### config.mk
export PLATFORM = sky130hd
export DESIGN_NAME = wb_reg_slave
export DESIGN_NICKNAME = d
export VERILOG_FILES = /design/src/rtl/wb_reg_pkg.sv /design/src/rtl/sync_edge_detect.sv /design/src/rtl/wb_reg_slave.sv
export SDC_FILE = /design/constraint.sdc
export NUM_CORES = 1
export LEC_CHECK = 0
export BUFFER_PORTS_ARGS = -buffer_cell sky130_fd_sc_hd__buf_2
export CORE_UTILIZATION = 61
export CTS_BUF_LIST = sky130_fd_sc_hd__clkbuf_8 sky130_fd_sc_hd__clkbuf_16
export DETAILED_ROUTE_END_ITERATION = 8
export PLACE_DENSITY = 0.85
export SLEW_MARGIN = 20
export SYNTH_ARGS = -nofsm -noshare
export SYNTH_HDL_FRONTEND = slang
export SYNTH_HIERARCHICAL = 1
export SYNTH_SLANG_ARGS = --single-unit
### constraint.sdc
create_clock -name i_clk -period 16.45 [get_ports i_clk]
set_input_delay 0.8225 -clock i_clk [delete_from_list [all_inputs] [get_ports i_clk]]
set_output_delay 0.8225 -clock i_clk [all_outputs]
set_load 0.05 [all_outputs]
### src/rtl/wb_reg_pkg.sv
// Shared definitions for the Wishbone register slave: register indices,
// FSM states, bit positions and the byte-lane merge helper.
package wb_reg_pkg;

  localparam logic [2:0] REG_ID      = 3'd0;
  localparam logic [2:0] REG_CTRL    = 3'd1;
  localparam logic [2:0] REG_LEDS    = 3'd2;
  localparam logic [2:0] REG_SCRATCH = 3'd3;
  localparam logic [2:0] REG_COUNTER = 3'd4;
  localparam logic [2:0] REG_STATUS  = 3'd5;

  localparam int CTRL_IRQ_EN_BIT = 0;
  localparam int STATUS_BTN_BIT  = 0;

  typedef enum logic [1:0] {
    IDLE = 2'd0,
    WAIT = 2'd1,
    RESP = 2'd2
  } state_e;

  function automatic logic [31:0] merge_lanes(input logic [31:0] old_val,
                                              input logic [31:0] new_val,
                                              input logic [3:0]  sel);
    logic [31:0] res;
    res = old_val;
    for (int k = 0; k < 4; k++) begin
      if (sel[k]) begin
        res[8*k +: 8] = new_val[8*k +: 8];
      end else begin
        res[8*k +: 8] = old_val[8*k +: 8];
      end
    end
    return res;
  endfunction

endpackage

### src/rtl/sync_edge_detect.sv
// Two-flop synchronizer for an asynchronous input followed by a
// rising-edge detector producing a one-cycle pulse.
module sync_edge_detect (
  input  logic i_clk,
  input  logic i_reset,
  input  logic i_async,
  output logic o_rise
);

  logic sync1_q, sync2_q, prev_q;

  // synchronizer chain plus delayed copy for edge detection
  always_ff @(posedge i_clk or posedge i_reset) begin
    if (i_reset) begin
      sync1_q <= 1'b0;
      sync2_q <= 1'b0;
      prev_q  <= 1'b0;
    end else begin
      sync1_q <= i_async;
      sync2_q <= sync1_q;
      prev_q  <= sync2_q;
    end
  end

  assign o_rise = sync2_q & ~prev_q;

endmodule

### src/rtl/wb_reg_slave.sv
// Wishbone B4 pipelined register slave with programmable wait states;
// also the default responder, erroring on anything it does not decode.
module wb_reg_slave
  import wb_reg_pkg::*;
#(
  parameter logic [29:0] ADDR_BASE   = 30'h0000_0000,
  parameter int          WAIT_STATES = 0,
  parameter logic [31:0] ID_VALUE    = 32'h5742_0001
) (
  input  logic        i_clk,
  input  logic        i_reset,
  input  logic        i_wb_cyc,
  input  logic        i_wb_stb,
  input  logic        i_wb_we,
  input  logic [29:0] i_wb_addr,
  input  logic [31:0] i_wb_data,
  input  logic [3:0]  i_wb_sel,
  output logic        o_wb_stall,
  output logic        o_wb_ack,
  output logic        o_wb_err,
  output logic [31:0] o_wb_data,
  input  logic        i_button,
  output logic [7:0]  o_leds,
  output logic        o_irq
);

  localparam logic [3:0] WAIT_LOAD = (WAIT_STATES > 0) ? 4'(WAIT_STATES - 1) : 4'd0;

  state_e      state_q, state_d;
  logic [3:0]  wcnt_q, wcnt_d;
  logic        we_q, we_d;
  logic [29:0] addr_q, addr_d;
  logic [31:0] wdata_q, wdata_d;
  logic [3:0]  sel_q, sel_d;
  logic        stall_q, stall_d;
  logic        ack_q, ack_d;
  logic        err_q, err_d;
  logic [31:0] rdata_q, rdata_d;
  logic        ctrl_q, ctrl_d;
  logic [7:0]  leds_q, leds_d;
  logic [31:0] scratch_q, scratch_d;
  logic [31:0] counter_q, counter_d;
  logic        status_q, status_d;
  logic        irq_q, irq_d;

  logic        accept_s, hit_s, req_we_s, resp_s, commit_s, btn_rise_s;
  logic [29:0] req_addr_s;
  logic [31:0] rd_mux_s;

  sync_edge_detect u_btn_sync (
    .i_clk   (i_clk),
    .i_reset (i_reset),
    .i_async (i_button),
    .o_rise  (btn_rise_s)
  );

  // While idle the live bus is decoded; afterwards the latched request is.
  assign accept_s   = i_wb_cyc & i_wb_stb & ~stall_q;
  assign req_addr_s = (state_q == IDLE) ? i_wb_addr : addr_q;
  assign req_we_s   = (state_q == IDLE) ? i_wb_we   : we_q;
  assign hit_s      = (req_addr_s[29:3] == ADDR_BASE[29:3]) && (req_addr_s[2:0] <= REG_STATUS);

  // read data multiplexer
  always_comb begin
    rd_mux_s = 32'd0;
    case (req_addr_s[2:0])
      REG_ID:      rd_mux_s = ID_VALUE;
      REG_CTRL:    rd_mux_s = {31'd0, ctrl_q};
      REG_LEDS:    rd_mux_s = {24'd0, leds_q};
      REG_SCRATCH: rd_mux_s = scratch_q;
      REG_COUNTER: rd_mux_s = counter_q;
      REG_STATUS:  rd_mux_s = {31'd0, status_q};
      default:     rd_mux_s = 32'd0;
    endcase
  end

  // bus FSM next state, request latch and registered response
  always_comb begin
    state_d = state_q;
    wcnt_d  = wcnt_q;
    we_d    = we_q;
    addr_d  = addr_q;
    wdata_d = wdata_q;
    sel_d   = sel_q;
    case (state_q)
      IDLE: begin
        if (accept_s) begin
          we_d    = i_wb_we;
          addr_d  = i_wb_addr;
          wdata_d = i_wb_data;
          sel_d   = i_wb_sel;
          if (WAIT_STATES > 0) begin
            state_d = WAIT;
            wcnt_d  = WAIT_LOAD;
          end else begin
            state_d = RESP;
          end
        end else begin
          state_d = IDLE;
        end
      end
      WAIT: begin
        if (!i_wb_cyc) begin
          state_d = IDLE;
        end else if (wcnt_q == 4'd0) begin
          state_d = RESP;
        end else begin
          wcnt_d = wcnt_q - 4'd1;
        end
      end
      RESP:    state_d = IDLE;
      default: state_d = IDLE;
    endcase

    resp_s  = (state_d == RESP);
    stall_d = (state_d != IDLE);
    ack_d   = resp_s & hit_s;
    err_d   = resp_s & ~hit_s;
    if (resp_s && hit_s && !req_we_s) begin
      rdata_d = rd_mux_s;
    end else begin
      rdata_d = 32'd0;
    end
  end

  // A write lands at the end of the response cycle unless the master aborted.
  assign commit_s = (state_q == RESP) & i_wb_cyc & we_q & hit_s;

  // register bank update, counter and sticky button flag
  always_comb begin
    ctrl_d    = ctrl_q;
    leds_d    = leds_q;
    scratch_d = scratch_q;
    status_d  = status_q;
    counter_d = counter_q + 32'd1;
    if (commit_s) begin
      case (addr_q[2:0])
        REG_CTRL: begin
          if (sel_q[0]) begin
            ctrl_d = wdata_q[CTRL_IRQ_EN_BIT];
          end else begin
            ctrl_d = ctrl_q;
          end
        end
        REG_LEDS: begin
          if (sel_q[0]) begin
            leds_d = wdata_q[7:0];
          end else begin
            leds_d = leds_q;
          end
        end
        REG_SCRATCH: scratch_d = merge_lanes(scratch_q, wdata_q, sel_q);
        REG_STATUS: begin
          if (sel_q[0] && wdata_q[STATUS_BTN_BIT]) begin
            status_d = 1'b0;
          end else begin
            status_d = status_q;
          end
        end
        default: ctrl_d = ctrl_q;
      endcase
    end else begin
      ctrl_d = ctrl_q;
    end
    // a new edge beats a simultaneous clear
    if (btn_rise_s) begin
      status_d = 1'b1;
    end else begin
      status_d = status_d;
    end
    irq_d = ctrl_d & status_d;
  end

  // state and output registers
  always_ff @(posedge i_clk or posedge i_reset) begin
    if (i_reset) begin
      state_q   <= IDLE;
      wcnt_q    <= 4'd0;
      we_q      <= 1'b0;
      addr_q    <= 30'd0;
      wdata_q   <= 32'd0;
      sel_q     <= 4'd0;
      stall_q   <= 1'b0;
      ack_q     <= 1'b0;
      err_q     <= 1'b0;
      rdata_q   <= 32'd0;
      ctrl_q    <= 1'b0;
      leds_q    <= 8'd0;
      scratch_q <= 32'd0;
      counter_q <= 32'd0;
      status_q  <= 1'b0;
      irq_q     <= 1'b0;
    end else begin
      state_q   <= state_d;
      wcnt_q    <= wcnt_d;
      we_q      <= we_d;
      addr_q    <= addr_d;
      wdata_q   <= wdata_d;
      sel_q     <= sel_d;
      stall_q   <= stall_d;
      ack_q     <= ack_d;
      err_q     <= err_d;
      rdata_q   <= rdata_d;
      ctrl_q    <= ctrl_d;
      leds_q    <= leds_d;
      scratch_q <= scratch_d;
      counter_q <= counter_d;
      status_q  <= status_d;
      irq_q     <= irq_d;
    end
  end

  assign o_wb_stall = stall_q;
  assign o_wb_ack   = ack_q;
  assign o_wb_err   = err_q;
  assign o_wb_data  = rdata_q;
  assign o_leds     = leds_q;
  assign o_irq      = irq_q;

endmodule

==> impl_metrics.ini, run 1 <==
[synth]
synth_seq_cells = 186
synthesis.nets = 645
syn_avg_cell_area_um2 = 13.4
netlist_top_cells_count = dfrtp_1, mux2_2, nor2_1, xnor2_1
synth_cells = 571
synthDistinctLibCells = 51
ys_async_sr_fraction_pct = 100
dominantRegCellSynth = dfrtp_1
synth_area_um2 = 7630
yosysMostFrequentCell = dfrtp_1
synth.area.top_cells = dfrtp_1, mux2_2, xnor2_1, a22oi_1, nor2_1
yosysWarnings = 6
synth_seq_area_share_pct = 61.0
synth_edf_count = 0
synth_top_cell_area_share_pct = 61.0
yosys.area.top_type = dfrtp_1

[placement]
gp_congestion = 0.825
place_inst = 832
io_buffer_count = 115
hpwl_um = 10200

[die]
fp.dieH_um = 114
io_pins = 116
core_region_area_um2 = 12100
start_util_pct = 63.0
design.die.area_um2 = 13000
rows = 40
die_w_um = 114

[global_routing]
grt_usage_pct = 26.1
grt-ovfl-total = 0
grt_pass1_vias = 5231
grt_pass1_wl_um = 25600
antenna_found_initial = 1
grt_start_max_net_pins = 103

[final_layout]
final_cells = 865
syn2layout_area_growth_pct = 17.6
final_nets = 757
drive_gt1_share_pct = 37.6
fillCellCount = 809
layout.area.seq_um2 = 4650
multiInputGateArea_um2 = 2820

[timing]
max_slew_margin_pct = 40.4
fmax_mhz = 329
final_hold_viol_count = 0
setup_tns_ps = 0
period_share_pct = 18.5
min_period_ps = 3040
rsz0062_at_grt = no
setup_viol = 0
maxSlewViolCount = 0
worst_pin_slew_ps = 894
hold_slack_ps = 284
clock_skew_ps = 8.45

[route]
route.detailed.drc = 0
dr.pass1.iters = 4
drt-initial-drc-count = 327
finalWirelength_um = 15600
wl_per_cell_um = 18.0
vias_per_cell = 5.77
vias = 4987
ant_nets = 0

[setup_path]
r2r_start = state_q[1]
startpoint_type = input port
worst_setup_path_end_kind = register
cp_cell_sequence = buf_2 > nor4_1 > nand4_1 > mux2i_1 > nand4_1 > mux2_2
cp_slowest_stage_delay_ps = 680
crit_family = simple AND/OR/NAND/NOR gates
path_buf_inv = 1
worstPathRequired_ps = 16760
cp_slowest_cell = mux2i_1
reg2reg_slack_ps = 13580
reg2reg_to = scratch_q[6]
worstSetupPathType = input port to register
r2r_cells = 4
arrival_ps = 3360
crit_fanout = 11
cp_common_cell = nand4_1

[cts]
clk_pin_slew_ps = 70
htreeDepth = 4
clock_sink_count = 186
clkLatencyLatePin_ps = 430
root_buffer = clkbuf_16
cts_setup_buffers = 0
cts_buffers = 17
hold_buffers = 0
clockBufferDepth = 2
cts_resized = 0
cts_tree = built

[run_status]
status = finished clean

[flow_run]
drv_cap = 0

[hold_path]
hold_path_class = input port to asynchronous set/reset pin

[pwr]
cellPowerDensity_nw_per_um2 = 116
p_leak_nw = 4.24
vdd_drop_max_mv = 0.0782
flip-flops by register name, indices dropped and copies added (netlist names):
| name | flops |
|---|---|
| sel_q | 4 |
| ctrl_q | 1 |
| u_btn_sync/prev_q | 1 |
| o_wb_stall | 1 |
| o_wb_ack | 1 |
| o_irq | 1 |
| we_q | 1 |
| addr_q | 30 |
| counter_q | 32 |
| u_btn_sync/sync2_q | 1 |
| o_wb_data | 32 |
| state_q | 2 |
| wdata_q | 32 |
| u_btn_sync/sync1_q | 1 |
| o_leds | 8 |
| o_wb_err | 1 |
| scratch_q | 32 |
| status_q | 1 |
| wcnt_q | 4 |
cells by family after synthesis:
group | share of synthesized area [%]
muxes | 16.4
adders and majority gates | 0.328
buffers and inverters | 2.20
DFF | 61.0
xor gates and xnor gates | 3.79
AOI/OAI and AO/OA | 6.25
and+or+nand+nor | 10.1
cell type report:
cell class	count	area share (%)
inverter	6	0.307
clock inverter	11	1.86
clock buffer	21	5.36
multi-input combinational	353	31.4
tap	168	2.34
antenna	1	0.0279
timing repair buffer	119	6.79
sequential	186	51.9
placed cells by master, fill, tap and decap left out, types with 7 or more instances in the layout:
master,instances
xnor2_1,28
dfrtp_1,186
clkbuf_16,17
a2bb2oi_1,7
nand4_1,17
buf_2,115
mux2_1,8
nor4_1,12
nand2_1,24
nand3_1,13
a21oi_1,10
nor2_1,39
a22oi_1,24
o21ai_0,10
mux2_2,101
and4_1,7
per-layer routing:
metal  up-vias  part of all wire (%)  track usage [%]
li1       2279                     -                -
met1      2509                    41             32.7
met2       165                    51             43.2
met3        34                   5.7             7.97
met4         0                   2.0             9.44
met5         -                     0                0
worst reg2reg max path: cells and delay by family, from the launching register on:
| family | cells | cell delay, ps |
|---|---|---|
| flops | 1 | 490 |
| mux | 2 | 1250 |
| simple gates | 2 | 1010 |
worst max path at each step:
stage,startpoint,depth (start not counted),end,slack [ps]
2_1_floorplan,i_reset,1,addr_q[0],10660
3_3_place_gp,i_wb_addr[3],6,scratch_q[16],13140
3_5_place_dp,i_wb_addr[1],6,o_wb_data[27],13040
4_1_cts,state_q[1],5,o_wb_data[17],13440
5_1_grt,i_wb_addr[3],6,scratch_q[6],13210
6_report,i_wb_addr[3],6,scratch_q[6],13410
report_power, final:
group	switching, mW	internal [mW]
sequential	0.0250	0.493
clock	0.169	0.270
combinational	0.0391	0.0430
stage by stage:
| stage | setup WS, ps | instance area, um^2 | power (mW) | utilization, % |
|---|---|---|---|---|
| final | 13410 | 8970 | 1.04 | 74.1 |
| after global routing | 13210 | 8970 | 1.07 | 74.0 |
| after CTS | 13440 | 8960 | 1.05 | 73.9 |
| after detailed placement | 13040 | 8310 | 0.607 | 68.6 |
| after global placement | 13140 | 8310 | 0.599 | 68.6 |
| after floorplan | 10660 | 7630 | 0.578 | - |
Power figures use the tool's default switching activity.
==> run 2, diff against run 1 <==
--- a/config.mk
+++ b/config.mk
@@ -6,10 +6,10 @@
 export NUM_CORES = 1
 export LEC_CHECK = 0
 export BUFFER_PORTS_ARGS = -buffer_cell sky130_fd_sc_hd__buf_2
-export CORE_UTILIZATION = 61
+export CORE_UTILIZATION = 57
 export CTS_BUF_LIST = sky130_fd_sc_hd__clkbuf_8 sky130_fd_sc_hd__clkbuf_16
 export DETAILED_ROUTE_END_ITERATION = 8
-export PLACE_DENSITY = 0.85
+export PLACE_DENSITY = 0.8
 export SLEW_MARGIN = 20
 export SYNTH_ARGS = -nofsm -noshare
 export SYNTH_HDL_FRONTEND = slang
==> constraint.sdc (replaced) <==
create_clock -name i_clk -period 3.1 [get_ports i_clk]
set_input_delay 0.155 -clock i_clk [delete_from_list [all_inputs] [get_ports i_clk]]
set_output_delay 0.155 -clock i_clk [all_outputs]
set_load 0.05 [all_outputs]
==> run 2 against run 1 <==
Net effect:
- cell count increased by 8.6%
- first-iteration DRC count increased by 12%
- combinational power increased to 6.3 times the previous value
- via count increased by 5.3%
- worst hold slack got worse by 260 ps
- flip-flop and latch count unchanged
- non-clock buffer count increased by 71
- critical endpoint is now o_wb_data[15]
- largest cell class unchanged
==> impl_metrics.ini, run 2 (synthesis results as in run 1) <==
[timing]
clock_skew_ps = 6.99
fmax_mhz = 402
max_slew_margin_pct = 40.2
setup_viol = 0
setup_tns_ps = 0
worst_pin_slew_ps = 897
period_share_pct = 80.2
final_hold_viol_count = 0
rsz0062_at_grt = no
maxSlewViolCount = 0
min_period_ps = 2490

[cts]
clk_pin_slew_ps = 60
htreeDepth = 4
cts_buffers = 17
clockBufferDepth = 2
cts_setup_buffers = 0
root_buffer = clkbuf_16
clkLatencyLatePin_ps = 430
clock_sink_count = 186
cts_tree = built

[route]
drt-initial-drc-count = 367
wl_per_cell_um = 18.0
vias_per_cell = 5.59
vias = 5250
wl_met2_um = 8830
wl_met1_um = 7140
route.detailed.drc = 0
top_layer = met4
finalWirelength_um = 16900
wl_met3_um = 670
ant_nets = 0
dr.pass1.iters = 6

[die]
io_pins = 116
fp.dieH_um = 118
die_w_um = 118
rows = 41
core_region_area_um2 = 12800
start_util_pct = 59.5
design.die.area_um2 = 13800

[setup_path]
cp_common_cell = buf_4
startpoint_type = register
arrival_ps = 2830
worstPathRequired_ps = 3450
worst_setup_path_end_kind = register
worstSetupPathType = register to register
cp_slowest_cell = and2_1
cp_cell_sequence = or3b_4 > a211oi_2 > buf_4 > and2_1 > buf_4 > a22oi_1 > nor2_1
cp_slowest_stage_delay_ps = 590
crit_fanout = 17
crit_family = simple AND/OR/NAND/NOR gates
path_buf_inv = 2

[placement]
place_inst = 842
io_buffer_count = 115
hpwl_um = 10400
gp_congestion = 0.842

[global_routing]
antenna_found_initial = 0
grt_start_max_net_pins = 69
grt_pass1_wl_um = 27600
grt-ovfl-total = 0
grt_pass1_vias = 5629
grt_usage_pct = 25.5

[flow_run]
drv_cap = 0

[final_layout]
syn2layout_area_growth_pct = 26.8
final_common_cell = dfrtp_1
final_cell_mix = dfrtp_1, buf_2, mux2_2
final_cells = 939
final_nets = 828
drive_gt1_share_pct = 34.8
antenna_cells = 0

[pwr]
cellPowerDensity_nw_per_um2 = 570
vdd_drop_max_mv = 0.552
p_leak_nw = 4.55

[run_status]
status = finished clean

[hold_path]
hold_path_class = input port to register
[run 2: timing repair]
action,CTS,global route
endpoints found under the hold margin,103,0
resized for setup,0,0
hold buffers,65,0
[run 2: per-layer routing]
metal,up-vias,track usage [%]
met5,-,0
met4,0,7.29
met3,20,5.81
met2,153,45.0
met1,2660,31.4
li1,2417,-
[run 2: worst paths after layout]
| kind | startpoint | cells after the start | to | slack [ps] |
|---|---|---|---|---|
| max | state_q[1] | 7 | o_wb_data[15] | 610 |
| min | i_wb_data[31] | 2 | wdata_q[31] | 20 |
| max reg2reg | state_q[1] | 7 | o_wb_data[15] | 610 |
| min reg2reg | u_btn_sync/sync1_q | 0 | u_btn_sync/sync2_q | 370 |
| max in group asynchronous | i_reset | 4 | o_wb_data[14] | 1880 |
| min in group asynchronous | i_reset | 3 | u_btn_sync/sync2_q | 180 |
[run 2: metrics by stage]
stage               hold WS [ps]  power (mW)  utilization [%]  instance area, um^2  worst slack [ps]
floorplan                  -91.4        3.07                -                 7630               594
global placement            50.5        3.19             65.5                 8400               739
detailed placement          57.2        3.23             65.5                 8400               659
CTS                        0.167        5.53             75.4                 9670               632
global route                4.43        5.70             75.4                 9670               461
finish                      19.0        5.51             75.4                 9670               613
[run 2: cell type report]
type,count,area (um^2)
clock buffers,21,480
clock inverters,11,143
fillers,802,3160
inverters,6,26.3
multi-input cells,353,2810
flip-flops and latches,186,4650
well taps,172,215
repair buffers,190,1340
[run 2: report_power, final]
| group | total [mW] | switching, mW | leakage [nW] | internal [mW] |
|---|---|---|---|---|
| clock | 2.25 | 0.896 | 0.305 | 1.35 |
| combinational | 0.516 | 0.224 | 1.82 | 0.292 |
| sequential | 2.75 | 0.130 | 2.42 | 2.62 |
| total | 5.51 | 1.25 | 4.55 | 4.26 |
==> run 3, diff against run 2 <==
--- a/config.mk
+++ b/config.mk
@@ -6,10 +6,10 @@
 export NUM_CORES = 1
 export LEC_CHECK = 0
 export BUFFER_PORTS_ARGS = -buffer_cell sky130_fd_sc_hd__buf_2
-export CORE_UTILIZATION = 57
+export CORE_UTILIZATION = 51
 export CTS_BUF_LIST = sky130_fd_sc_hd__clkbuf_8 sky130_fd_sc_hd__clkbuf_16
 export DETAILED_ROUTE_END_ITERATION = 8
-export PLACE_DENSITY = 0.8
+export PLACE_DENSITY = 0.76
 export SLEW_MARGIN = 20
 export SYNTH_ARGS = -nofsm -noshare
 export SYNTH_HDL_FRONTEND = slang
==> constraint.sdc (replaced) <==
create_clock -name i_clk -period 2.1 [get_ports i_clk]
set_input_delay 0.105 -clock i_clk [delete_from_list [all_inputs] [get_ports i_clk]]
set_output_delay 0.105 -clock i_clk [all_outputs]
set_load 0.05 [all_outputs]
==> run 3 against run 2 <==
Net effect:
- register-to-register slack got worse by 560 ps
- clock power is 49% higher
- core utilization shrank 7.1 points
- sequential power up 47%
- highest routed layer unchanged
- critical endpoint is now o_leds[2]
- worst hold slack improved by 20 ps
- clock skew up 4.6 ps
==> impl_metrics.ini, run 3 (synthesis results as in run 1) <==
[run_status]
status = finished clean

[flow_run]
drv_cap = 0

[pwr]
switching_share_pct = 25.0
p_seq_share_pct = 49.3
p_leak_nw = 4.66
cellPowerDensity_nw_per_um2 = 824
switchingPower_mw = 2.05
power.share.clock_pct = 40.9
intPower_mw = 6.15
finalPower_mw = 8.21
vdd_drop_max_mv = 0.686
comb_power_share_pct = 9.8

[hold_path]
hold_path_class = input port to register
hold_path_end = o_wb_stall
holdCritStartpoint = i_wb_cyc
holdPathStages = 3

[die]
core_region_area_um2 = 14600
die_w_um = 124
io_pins = 116
fp.dieH_um = 124
design.die.area_um2 = 15400
start_util_pct = 52.3
rows = 44

[final_layout]
fin_area_um2 = 9970
antenna_cells = 0
final_common_cell = dfrtp_1
drive_gt1_share_pct = 37.9
final_cells = 971
syn2layout_area_growth_pct = 30.7
utilization_pct = 68.3
final_nets = 848
final_cell_mix = dfrtp_1, buf_2, mux2_2

[placement]
io_buffer_count = 115
place_inst = 863
gp_congestion = 0.860
placed_cell_area_um2 = 8520
hpwl_um = 10800

[global_routing]
grt_usage_pct = 22.9
grt_pass1_vias = 5601
antenna_found_initial = 0
grt-ovfl-total = 0
grt_start_max_net_pins = 98
grt_pass1_wl_um = 27700

[timing]
hold_slack_ps = 38.6
period_share_pct = 97.7
final_hold_viol_count = 0
max_slew_margin_pct = 64.1
fmax_mhz = 488
min_period_ps = 2050
maxSlewViolCount = 0
clock_skew_ps = 11.5
setup_viol = 0
rsz0062_at_grt = yes
worst_pin_slew_ps = 533

[setup_path]
worstSetupPathType = register to register
reg2reg_to = o_leds[2]
r2r_start = addr_q[27]
startpoint_type = register
r2r_cells = 6
arrival_ps = 2360
crit_fanout = 8
reg2reg_slack_ps = 50
worst_setup_path_end_kind = register
worstPathRequired_ps = 2410

[cts]
clock_sink_count = 186
root_buffer = clkbuf_16
cts_tree = built
htreeDepth = 4
clkLatencyLatePin_ps = 440
clockBufferDepth = 2
clk_pin_slew_ps = 70
cts_buffers = 17

[route]
dr.pass1.iters = 4
wl_per_cell_um = 17.4
vias = 5331
drt-initial-drc-count = 280
finalWirelength_um = 16900
vias_per_cell = 5.49
ant_nets = 0
route.detailed.drc = 0
## run 3: per-stage QoR
| step | setup TNS [ps] | setup slack [ps] |
|---|---|---|
| 2_1_floorplan | -65070 | -356 |
| 3_3_place_gp | 0 | 21.2 |
| 3_5_place_dp | -122 | -20.8 |
| 4_1_cts | 0 | 6.26 |
| 5_1_grt | -323 | -39.4 |
| 6_report | 0 | 48.9 |
## run 3: layout make-up
class / instances / area, um^2
Multi-Input combinational cell: 353 / 2890
Fill cell: 1008 / 4620
Timing Repair Buffer: 210 / 1540
Tap cell: 184 / 230
Inverter: 6 / 26.3
Clock buffer: 17 / 425
Sequential cell: 186 / 4660
Clock inverter: 15 / 201
## run 3: critical path: stages, from the launching register on
cell and delay (ps):
dfrtp_1 380, or3_4 400, o22ai_4 190, a21boi_4 250, and4bb_1 230, buf_6 150, mux2_1 330
## run 3: worst max path at each step
stage               startpoint        end  slack (ps)  cells past startpoint
floorplan              i_reset  addr_q[0]        -360                      1
global placement    addr_q[11]  o_leds[0]          20                      7
detailed placement  state_q[1]  o_leds[1]         -20                      6
CTS                 addr_q[27]  o_leds[0]           6                      6
global route        addr_q[27]  o_leds[6]         -40                      6
finish              addr_q[27]  o_leds[2]          50                      6
## run 3: repair_timing
item | in CTS | in global routing
buffers inserted | 2 | 5
endpoints found under the hold margin | 126 | 0
hold buffers | 69 | 0
gates cloned | 0 | 0
gates resized for setup | 4 | 14
setup endpoints to repair | 8 | 62
pin swaps | 0 | 2
## run 3: power groups by stage
stage	Clock (mW)	Combinational [mW]	Sequential, mW
6_report	3.35	0.806	4.05
5_1_grt	3.59	0.881	4.08
4_1_cts	3.42	0.791	4.04
3_5_place_dp	0	0.687	4.10
3_3_place_gp	0	0.652	4.08
2_1_floorplan	0	0.490	4.04
## run 3: layer usage
layer / GRT usage, % / routed length [um] / up-vias
li1: - / - / 2464
met1: 29.4 / 7210 / 2710
met2: 38.0 / 8720 / 137
met3: 5.97 / 757 / 20
met4: 6.80 / 192 / 0
met5: 0 / 0 / -
